**src/rtl/pulse_period_meter.sv**
```systemverilog
// Measures the clk-cycle spacing between rising edges of a pulse stream and
// hands each period to a consumer through a valid/ready result register.
`timescale 1ns/1ps
module pulse_period_meter #(
    parameter int CNT_W   = 32,
    parameter int TIMEOUT = 200_000_000
) (
    input  logic             clk,
    input  logic             rst,
    input  logic             pulse_in,
    input  logic             clear,
    output logic [CNT_W-1:0] period,
    output logic             period_valid,
    input  logic             period_ready,
    output logic             locked,
    output logic             timeout,
    output logic             overrun
);

    typedef enum logic [0:0] {
        ST_IDLE  = 1'b0,
        ST_ARMED = 1'b1
    } state_e;

    localparam logic [CNT_W-1:0] TMO = CNT_W'(TIMEOUT);
    localparam logic [CNT_W-1:0] ONE = {{(CNT_W-1){1'b0}}, 1'b1};

    state_e           state_q, state_d;
    logic [CNT_W-1:0] cnt_q, cnt_d;
    logic [CNT_W-1:0] period_q, period_d;
    logic [CNT_W-1:0] prev_meas_q, prev_meas_d;
    logic             prev_valid_q, prev_valid_d;
    logic             period_valid_q, period_valid_d;
    logic             locked_q, locked_d;
    logic             timeout_q, timeout_d;
    logic             overrun_q, overrun_d;
    logic             pulse_in_q;
    logic             event_s;
    logic             meas_s;

    assign event_s = pulse_in & ~pulse_in_q;

    // Next-state: measurement FSM, result register handshake and status flags.
    always_comb begin
        state_d        = state_q;
        cnt_d          = cnt_q;
        period_d       = period_q;
        prev_meas_d    = prev_meas_q;
        prev_valid_d   = prev_valid_q;
        period_valid_d = period_valid_q;
        locked_d       = locked_q;
        timeout_d      = timeout_q;
        overrun_d      = overrun_q;
        meas_s         = 1'b0;

        if (clear) begin
            state_d        = ST_IDLE;
            cnt_d          = '0;
            period_d       = '0;
            prev_valid_d   = 1'b0;
            period_valid_d = 1'b0;
            locked_d       = 1'b0;
            timeout_d      = 1'b0;
            overrun_d      = 1'b0;
        end else begin
            case (state_q)
                ST_IDLE: begin
                    if (event_s) begin
                        state_d = ST_ARMED;
                        cnt_d   = ONE;
                    end else begin
                        cnt_d = cnt_q;
                    end
                end
                ST_ARMED: begin
                    // An event on the TIMEOUT cycle still counts as a measurement.
                    if (event_s) begin
                        meas_s = 1'b1;
                        cnt_d  = ONE;
                    end else if (cnt_q == TMO) begin
                        state_d      = ST_IDLE;
                        cnt_d        = '0;
                        timeout_d    = 1'b1;
                        locked_d     = 1'b0;
                        prev_valid_d = 1'b0;
                    end else begin
                        cnt_d = cnt_q + ONE;
                    end
                end
                default: begin
                    state_d = ST_IDLE;
                    cnt_d   = '0;
                end
            endcase

            if (meas_s) begin
                locked_d     = prev_valid_q && (cnt_q == prev_meas_q);
                prev_meas_d  = cnt_q;
                prev_valid_d = 1'b1;
                if (!period_valid_q || period_ready) begin
                    period_d       = cnt_q;
                    period_valid_d = 1'b1;
                end else begin
                    overrun_d = 1'b1;
                end
            end else if (period_valid_q && period_ready) begin
                period_valid_d = 1'b0;
            end else begin
                period_valid_d = period_valid_q;
            end
        end
    end

    // State registers; the edge detector keeps tracking pulse_in even under clear.
    always_ff @(posedge clk or negedge rst) begin
        if (!rst) begin
            state_q        <= ST_IDLE;
            cnt_q          <= '0;
            period_q       <= '0;
            prev_meas_q    <= '0;
            prev_valid_q   <= 1'b0;
            period_valid_q <= 1'b0;
            locked_q       <= 1'b0;
            timeout_q      <= 1'b0;
            overrun_q      <= 1'b0;
            pulse_in_q     <= 1'b0;
        end else begin
            state_q        <= state_d;
            cnt_q          <= cnt_d;
            period_q       <= period_d;
            prev_meas_q    <= prev_meas_d;
            prev_valid_q   <= prev_valid_d;
            period_valid_q <= period_valid_d;
            locked_q       <= locked_d;
            timeout_q      <= timeout_d;
            overrun_q      <= overrun_d;
            pulse_in_q     <= pulse_in;
        end
    end

    assign period       = period_q;
    assign period_valid = period_valid_q;
    assign locked       = locked_q;
    assign timeout      = timeout_q;
    assign overrun      = overrun_q;

endmodule
```
**config.mk**
```make
export PLATFORM = sky130hd
export DESIGN_NAME = pulse_period_meter
export DESIGN_NICKNAME = d
export VERILOG_FILES = /design/src/rtl/pulse_period_meter.sv
export SDC_FILE = /design/constraint.sdc
export NUM_CORES = 1
export LEC_CHECK = 0
export CAP_MARGIN = 20
export CORE_MARGIN = 10
export CORE_UTILIZATION = 58
export CTS_CLUSTER_DIAMETER = 200
export DETAILED_ROUTE_END_ITERATION = 10
export PLACE_DENSITY = 0.8
export SLEW_MARGIN = 30
export SYNTH_ARGS = -nofsm -noshare
export SYNTH_HDL_FRONTEND = slang
export SYNTH_SLANG_ARGS = --single-unit
export TNS_END_PERCENT = 100
```
**constraint.sdc**
```tcl
create_clock -name clk -period 3.1 [get_ports clk]
set_clock_uncertainty 0.2 [all_clocks]
set_input_delay 0.62 -clock clk [delete_from_list [all_inputs] [get_ports clk]]
set_output_delay 0.62 -clock clk [all_outputs]
set_load 0.05 [all_outputs]
```
==> metrics.md, run 1 <==
| Metric | Value |
|---|---|
| Ys flop type | `dfrtp_1` |
| Register area share after synthesis | `0.516` |
| Die Width | `approximately 110 um` |
| Crit Path Category | `reg -> reg` |
| R2R Path End | `cnt_q[8]` |
| Multi-input gate area | `0.00218 sq mm` |
| Grt total ovfl | `0` |
| Clk network pwr share | `0.384` |
| Die H | `approximately 110 um` |
| Vias in the first global route | `3849` |
| Yosys warning count | `0` |
| Final wirelength | `roughly 12 mm` |
| Synth Register Bits | `between 100 and 150` |
| CP arrival | `between 2000 and 3000 ps` |
| Clk_lat worst skew | `380 ps` |
| Fmax | `around 380 MHz` |
| Fin util | `0.690` |
| R2R setup slack | `440 ps` |
| Port Buffers | `40` |
| Peak VDD IR | `0.337 mV` |
| Number of flops mapped to enable cells by yosys | `0` |
| Status | `finished, violations left` |
| Setup TNS | `0 ps` |
| Wire length of the first global-routing pass | `slightly below 20 mm` |
| Fin crit share | `0.858` |
| Antenna violations before repair | `0` |
| RD Place Congestion | `0.876` |
| Leakage | `0.00244 uW` |
| MaxCap Viol Count | `0` |
| Failing checks | `hold timing` |
| Mapped Avg Cell Area | `10.8 sq um` |
| DR WL/cell | `a little under 20 um` |
| Netlist cell types | `47` |
| Layout net count | `roughly 490` |
| Total GRT Usage | `0.185` |
| Fill count | `606` |
| Die Area | `~0.013 sq mm` |
| Fin. max-slew vios | `0` |
| Seq pwr share | `0.553` |
| Via/cell ratio | `about 6.5` |
| Worst Setup SP | `cnt_q[8]` |
| Sw Share | `0.246` |
| Row count | `33` |
| WHS | `-4.27 ps` |
| Tightest Pin Transition | `just over 700 ps` |
| Critical Path RT | `approximately 3100 ps` |
| Max-Slew Margin vs Limit | `0.518` |
| Design Power | `roughly 2500 uW` |
| P_int | `~1900 uW` |
| Total CTS buffers | `9` |
| Vias | `~3.9k` |
| Drt first pass iters | `5` |
| CP Launch Type | `flip-flop` |
| Tmin final | `between 2000 and 3000 ps` |
| FF-to-FF Start | `cnt_q[8]` |
| Share of layout cells above drive strength 1 | `0.150` |
| Syn nets | `approximately 470` |
| Post-route ant nets | `0` |
| Core Area | `~0.0083 sq mm` |
| Area Growth Syn to Fin | `14.5%` |
| Cell area after synthesis | `between 0.004 and 0.005 sq mm` |
| Sequential cell area | `0.00258 sq mm` |
| Switching pwr | `607 uW` |
| Largest net degree at the start of global routing | `69` |
| Final setup viols | `0` |
| PwrDens | `about 430 mW/mm^2` |
| Initial DRC count | `295` |
| Top-level I/O count | `41` |
| Clk sinks | `approximately 100` |
| Antenna diodes | `0` |
| CTS max path bufs | `2` |
| Clock transition at the registers of the reported paths | `approximately 110 ps` |
| Worst r2r path cells | `6` |
| Post-route DRC violation count | `0` |
| HP Class | `in -> async` |
| Resized cells post-CTS | `0` |
| Post-DP HPWL | `a little over 8 mm` |
| Async S/R FF share, synth | `1.00` |
| H-tree levels | `3` |
| Root Buffer Master | `clkbuf_8` |
| RSZ-0062 raised after global routing | `false` |
| CTS tree | `built` |
| Crit. End Element | `flip-flop` |
| Critical path fanouts, max | `21` |
| Final hold violation count | `18` |
| Initial Utilization | `0.602` |
| Mapped Cells | `~460` |
| Hold Buf Count CTS | `0` |
| Combinational share of power | `0.063` |
| Number of buffers added for setup after CTS | `0` |
-- cell type report --
type	count	area share
flip-flops and latches	103	0.450
well taps	105	0.0229
repair buffers	61	0.0992
multi-input cells	300	0.380
clock inverters	7	0.0179
inverters	12	0.00787
clock buffers	9	0.0216
-- metrics by stage --
stage / cell area (sq um) / worst slack [ps] / instances
2_1_floorplan: 5000 / 846 / 461
3_5_place_dp: 5500 / 378 / 581
5_1_grt: 5730 / 306 / 597
6_report: 5730 / 440 / 597
3_3_place_gp: 5500 / 466 / 581
4_1_cts: 5730 / 444 / 597
-- cell families (layout without fill, tap and decap cells) --
family	Yosys count	count (layout)	share of synthesized area
compound gates	113	113	0.166
flops	103	103	0.516
fa+ha+maj	2	2	0.00501
xor+xnor	33	33	0.0578
mux	25	25	0.0558
simple gates	127	127	0.149
buf+inv	58	89	0.0511
-- worst max-delay path, stage by stage, from the launching register on --
cell     delay, ps
dfrtp_1        500
or4b_4         590
nor4_4         380
a31oi_4        290
buf_4          290
a41oi_1        200
a31oi_1         60
-- how the worst max path moves through the flow --
stage          slack [ps]  cells past startpoint        end
2_1_floorplan         850                      7  cnt_q[18]
3_3_place_gp          470                      5  cnt_q[30]
3_5_place_dp          380                      5  cnt_q[30]
4_1_cts               440                      6   cnt_q[8]
5_1_grt               310                      6   cnt_q[8]
6_report              440                      6   cnt_q[8]
-- sequential cells by signal, indices dropped and copies added (netlist names) --
signal / flops
state_q: 1
period: 32
timeout: 1
prev_valid_q: 1
pulse_in_q: 1
overrun: 1
locked: 1
period_valid: 1
prev_meas_q: 32
cnt_q: 32
-- power groups by stage --
stage | Sequential, uW | Clock, uW | Combinational, uW
after floorplan | 1390 | 0 | 88.6
after global placement | 1390 | 0 | 153
after detailed placement | 1390 | 0 | 156
after CTS | 1370 | 954 | 157
after global routing | 1370 | 1000 | 172
final | 1370 | 949 | 157
-- metal layers --
| layer | GRT usage | up-vias | share of wire |
|---|---|---|---|
| met2 | 0.300 | 156 | 0.49 |
| met4 | 0.0668 | 0 | 0.017 |
| li1 | - | 1762 | - |
| met3 | 0.0391 | 16 | 0.063 |
| met1 | 0.240 | 1939 | 0.43 |
| met5 | 0 | - | 0 |
-- Yosys cell counts (all sizes together) (2+ instances only) --
library cell,n,area share
nand2b,4,0.0050
o211ai,4,0.0060
xnor2,23,0.040
and2,2,0.0030
o2bb2ai,4,0.0070
a22o,33,0.058
a31oi,41,0.054
o22ai,5,0.0063
nor4b,4,0.0070
dfrtp,103,0.52
a41oi,6,0.011
clkbuf,34,0.026
nand4,18,0.023
xor2,10,0.018
nand2,26,0.020
or2,3,0.0038
nor3,7,0.0070
nor2,11,0.0083
inv,11,0.0083
or4,2,0.0030
o21ai,12,0.012
and4,6,0.011
buf,12,0.017
mux2i,2,0.0040
nand3,21,0.021
nor4,7,0.014
and3,4,0.0050
a21oi,3,0.0030
ha,2,0.0050
mux2,23,0.052
nand3b,8,0.012
-- placed cells by master (no fill, tap or decap), types with 3 or more instances in the layout --
cell type,n
a31oi_1,39
o21ai_0,12
o22ai_1,5
and4_1,6
a41oi_1,6
buf_4,21
nand2_1,26
nor2_1,10
nand2b_1,3
mux2_2,23
a21oi_1,3
nor4_1,4
xor2_1,10
o2bb2ai_1,4
o211ai_1,4
nor3_1,7
dfrtp_1,103
nand3b_1,8
nor4b_1,4
and3_1,4
a22o_1,33
nand4_1,18
inv_1,11
clkbuf_8,9
nand3_1,21
clkdlybuf4s50_1,39
xnor2_1,23
or2_2,3
Power figures use the tool's default switching activity.
==> inputs of run 2 (changes only) <==
--- a/config.mk
+++ b/config.mk
@@ -7,10 +7,10 @@
 export LEC_CHECK = 0
 export CAP_MARGIN = 20
 export CORE_MARGIN = 10
-export CORE_UTILIZATION = 58
+export CORE_UTILIZATION = 35
 export CTS_CLUSTER_DIAMETER = 200
 export DETAILED_ROUTE_END_ITERATION = 10
-export PLACE_DENSITY = 0.8
+export SKIP_LAST_GASP = 1
 export SLEW_MARGIN = 30
 export SYNTH_ARGS = -nofsm -noshare
 export SYNTH_HDL_FRONTEND = slang
==> run 2 against run 1 <==
Net effect: the flow now finishes without violations; largest power group unchanged; maximum frequency up 0.15%; worst setup slack better by 4.0 ps; sequential share of layout area down 1.1 points; design area up 2.5%; critical endpoint unchanged.
==> metrics.md, run 2 (synthesis gave the netlist of run 1 again) <==
| Metric | Value |
|---|---|
| Layout net count | `about 490` |
| CP max-delay cell | `dfrtp_1` |
| Crit-path cells | `inv_1 > ha_1 > nor4b_1 > and4_1 > a31oi_4 > buf_4 > a41oi_1 > a31oi_1` |
| Vias in the first global route | `around 3.7k` |
| Crit. End Element | `flip-flop` |
| Buf+Inv Stages, Crit Path | `2` |
| Hold Buf Count CTS | `0` |
| DR WL/cell | `between 15 and 20 um` |
| Switching pwr | `622 uW` |
| Post-route DRC violation count | `0` |
| Tmin final | `between 2000 and 3000 ps` |
| Critical Path RT | `between 3000 and 4000 ps` |
| Clock transition at the registers of the reported paths | `about 70 ps` |
| CTS max path bufs | `2` |
| Antenna diodes | `0` |
| Area Growth Syn to Fin | `17.4%` |
| CP Launch Type | `flip-flop` |
| Place WS | `just under 400 ps` |
| Fin. max-slew vios | `0` |
| Total GRT Usage | `0.135` |
| Tightest Pin Transition | `718 ps` |
| Grt total ovfl | `0` |
| Root Buffer Master | `clkbuf_16` |
| Antenna violations before repair | `0` |
| H-tree levels | `3` |
| Drt first pass iters | `5` |
| Top-level I/O count | `around 40` |
| Max-Slew Margin vs Limit | `0.518` |
| Total CTS buffers | `9` |
| Final hold violation count | `0` |
| Combinational share of power | `0.061` |
| Fin crit share | `0.857` |
| RD Place Congestion | `roughly 0.84` |
| Via/cell ratio | `between 5 and 6` |
| Fmax | `376 MHz` |
| Worst path max stage delay | `about 490 ps` |
| Number of buffers added for setup after CTS | `0` |
| Peak VDD IR | `0.289 mV` |
| P_int | `1990 uW` |
| Status | `complete, no violations` |
| Final setup viols | `0` |
| HP Class | `in -> async` |
| Post-DP HPWL | `between 8 and 9 mm` |
| Most common cell after layout, fill and taps aside | `dfrtp_1` |
| Final worst slack | `roughly 440 ps` |
| Wire length of the first global-routing pass | `roughly 21 mm` |
| Share of layout cells above drive strength 1 | `0.148` |
| Vias | `3798` |
| Die H | `approximately 140 um` |
| FF-to-FF Start | `cnt_q[0]` |
| Seq pwr share | `0.525` |
| CTS tree | `built` |
| Commonest non-fill, non-tap cells in the layout | `103 x dfrtp_1, 39 x a31oi_1, 39 x clkdlybuf4s50_1` |
| Core Area | `0.0139 sq mm` |
| R2R Path End | `cnt_q[8]` |
| PwrDens | `about 440 mW/mm^2` |
| Clk sinks | `~100` |
| RSZ-0062 raised after global routing | `false` |
| Post-route ant nets | `0` |
| Row count | `43` |
| Crit Path Category | `reg -> reg` |
| Setup TNS | `0 ps` |
| Largest net degree at the start of global routing | `54` |
| Critical path fanouts, max | `21` |
| Resized cells post-CTS | `0` |
| Leakage | `0.00247 uW` |
| Die Area | `between 0.015 and 0.02 sq mm` |
| Die Width | `140 um` |
| Port Buffers | `40` |
| Final wirelength | `between 10 and 15 mm` |
| Largest delay share family, worst path | `compound AO/OA/AOI/OAI gates` |
| Clk network pwr share | `0.414` |
| MaxCap Viol Count | `0` |
| Initial Utilization | `0.359` |
| Clk_lat worst skew | `roughly 360 ps` |
| R2R setup slack | `between 400 and 500 ps` |
| Worst r2r path cells | `8` |
| Sw Share | `0.239` |
| CP arrival | `approximately 2700 ps` |
| Initial DRC count | `around 270` |
| Fill count | `approximately 1.3k` |
## run 2: cell types whose count changed in the layout (fill, tap and decap cells not counted), sizes merged
| cell | before | now |
|---|---|---|
| inv | 13 | 11 |
| clkbuf | 9 | 12 |
| clkinvlp | 1 | 0 |
| bufinv | 2 | 0 |
| clkinv | 3 | 5 |
## run 2: worst max path at each step
stage,start,slack (ps),cells past startpoint,end
6_report,cnt_q[0],440,8,cnt_q[8]
2_1_floorplan,cnt_q[8],850,7,cnt_q[18]
5_1_grt,cnt_q[0],240,8,cnt_q[11]
3_3_place_gp,pulse_in,390,5,cnt_q[12]
4_1_cts,cnt_q[0],440,8,cnt_q[8]
3_5_place_dp,pulse_in,390,5,cnt_q[8]
## run 2: stage by stage
stage / hold slack (ps) / std cells / power, uW / utilization / instance area (sq um)
3_5_place_dp: 290 / 656 / 1560 / 0.401 / 5590
2_1_floorplan: 124 / 461 / 1480 / - / 5000
6_report: 31.9 / 672 / 2610 / 0.421 / 5870
5_1_grt: 64.8 / 672 / 2710 / 0.421 / 5870
4_1_cts: 35.3 / 672 / 2640 / 0.421 / 5870
3_3_place_gp: 283 / 656 / 1550 / 0.401 / 5590
## run 2: final cells by class
| cell class | instances | area [sq um] | share of cell area |
|---|---|---|---|
| Clock buffer | 12 | 256 | 0.0437 |
| Multi-Input combinational cell | 300 | 2180 | 0.371 |
| Timing Repair Buffer | 61 | 568 | 0.0968 |
| Sequential cell | 103 | 2580 | 0.439 |
| Inverter | 12 | 45.0 | 0.00767 |
| Clock inverter | 4 | 20.0 | 0.00341 |
| Tap cell | 180 | 225 | 0.0384 |
## run 2: power by group through the flow
stage	Combinational, uW	Sequential (uW)	Clock, uW
floorplan	88.6	1390	0
global placement	158	1390	0
detailed placement	161	1390	0
CTS	161	1370	1110
global route	177	1370	1170
finish	160	1370	1080
## run 2: per-layer routing
| metal | up-vias | routed length, um | track usage | part of all wire |
|---|---|---|---|---|
| li1 | 1769 | - | - | - |
| met1 | 1903 | 5810 | 0.176 | 0.45 |
| met2 | 111 | 6200 | 0.213 | 0.48 |
| met3 | 15 | 672 | 0.0344 | 0.052 |
| met4 | 0 | 216 | 0.0467 | 0.017 |
| met5 | - | 0 | 0 | 0 |
==> inputs of run 3 (changes only) <==
==> constraint.sdc (replaced) <==
create_clock -name clk -period 3.1 [get_ports clk]
set_clock_uncertainty 0.2 [all_clocks]
set_input_delay 0.62 -clock clk [delete_from_list [all_inputs] [get_ports clk]]
set_output_delay 0.62 -clock clk [all_outputs]
set_load 0.005 [all_outputs]
==> results of run 3 <==
Same layout as run 2 (identical final DEF). Status: complete, no violations.
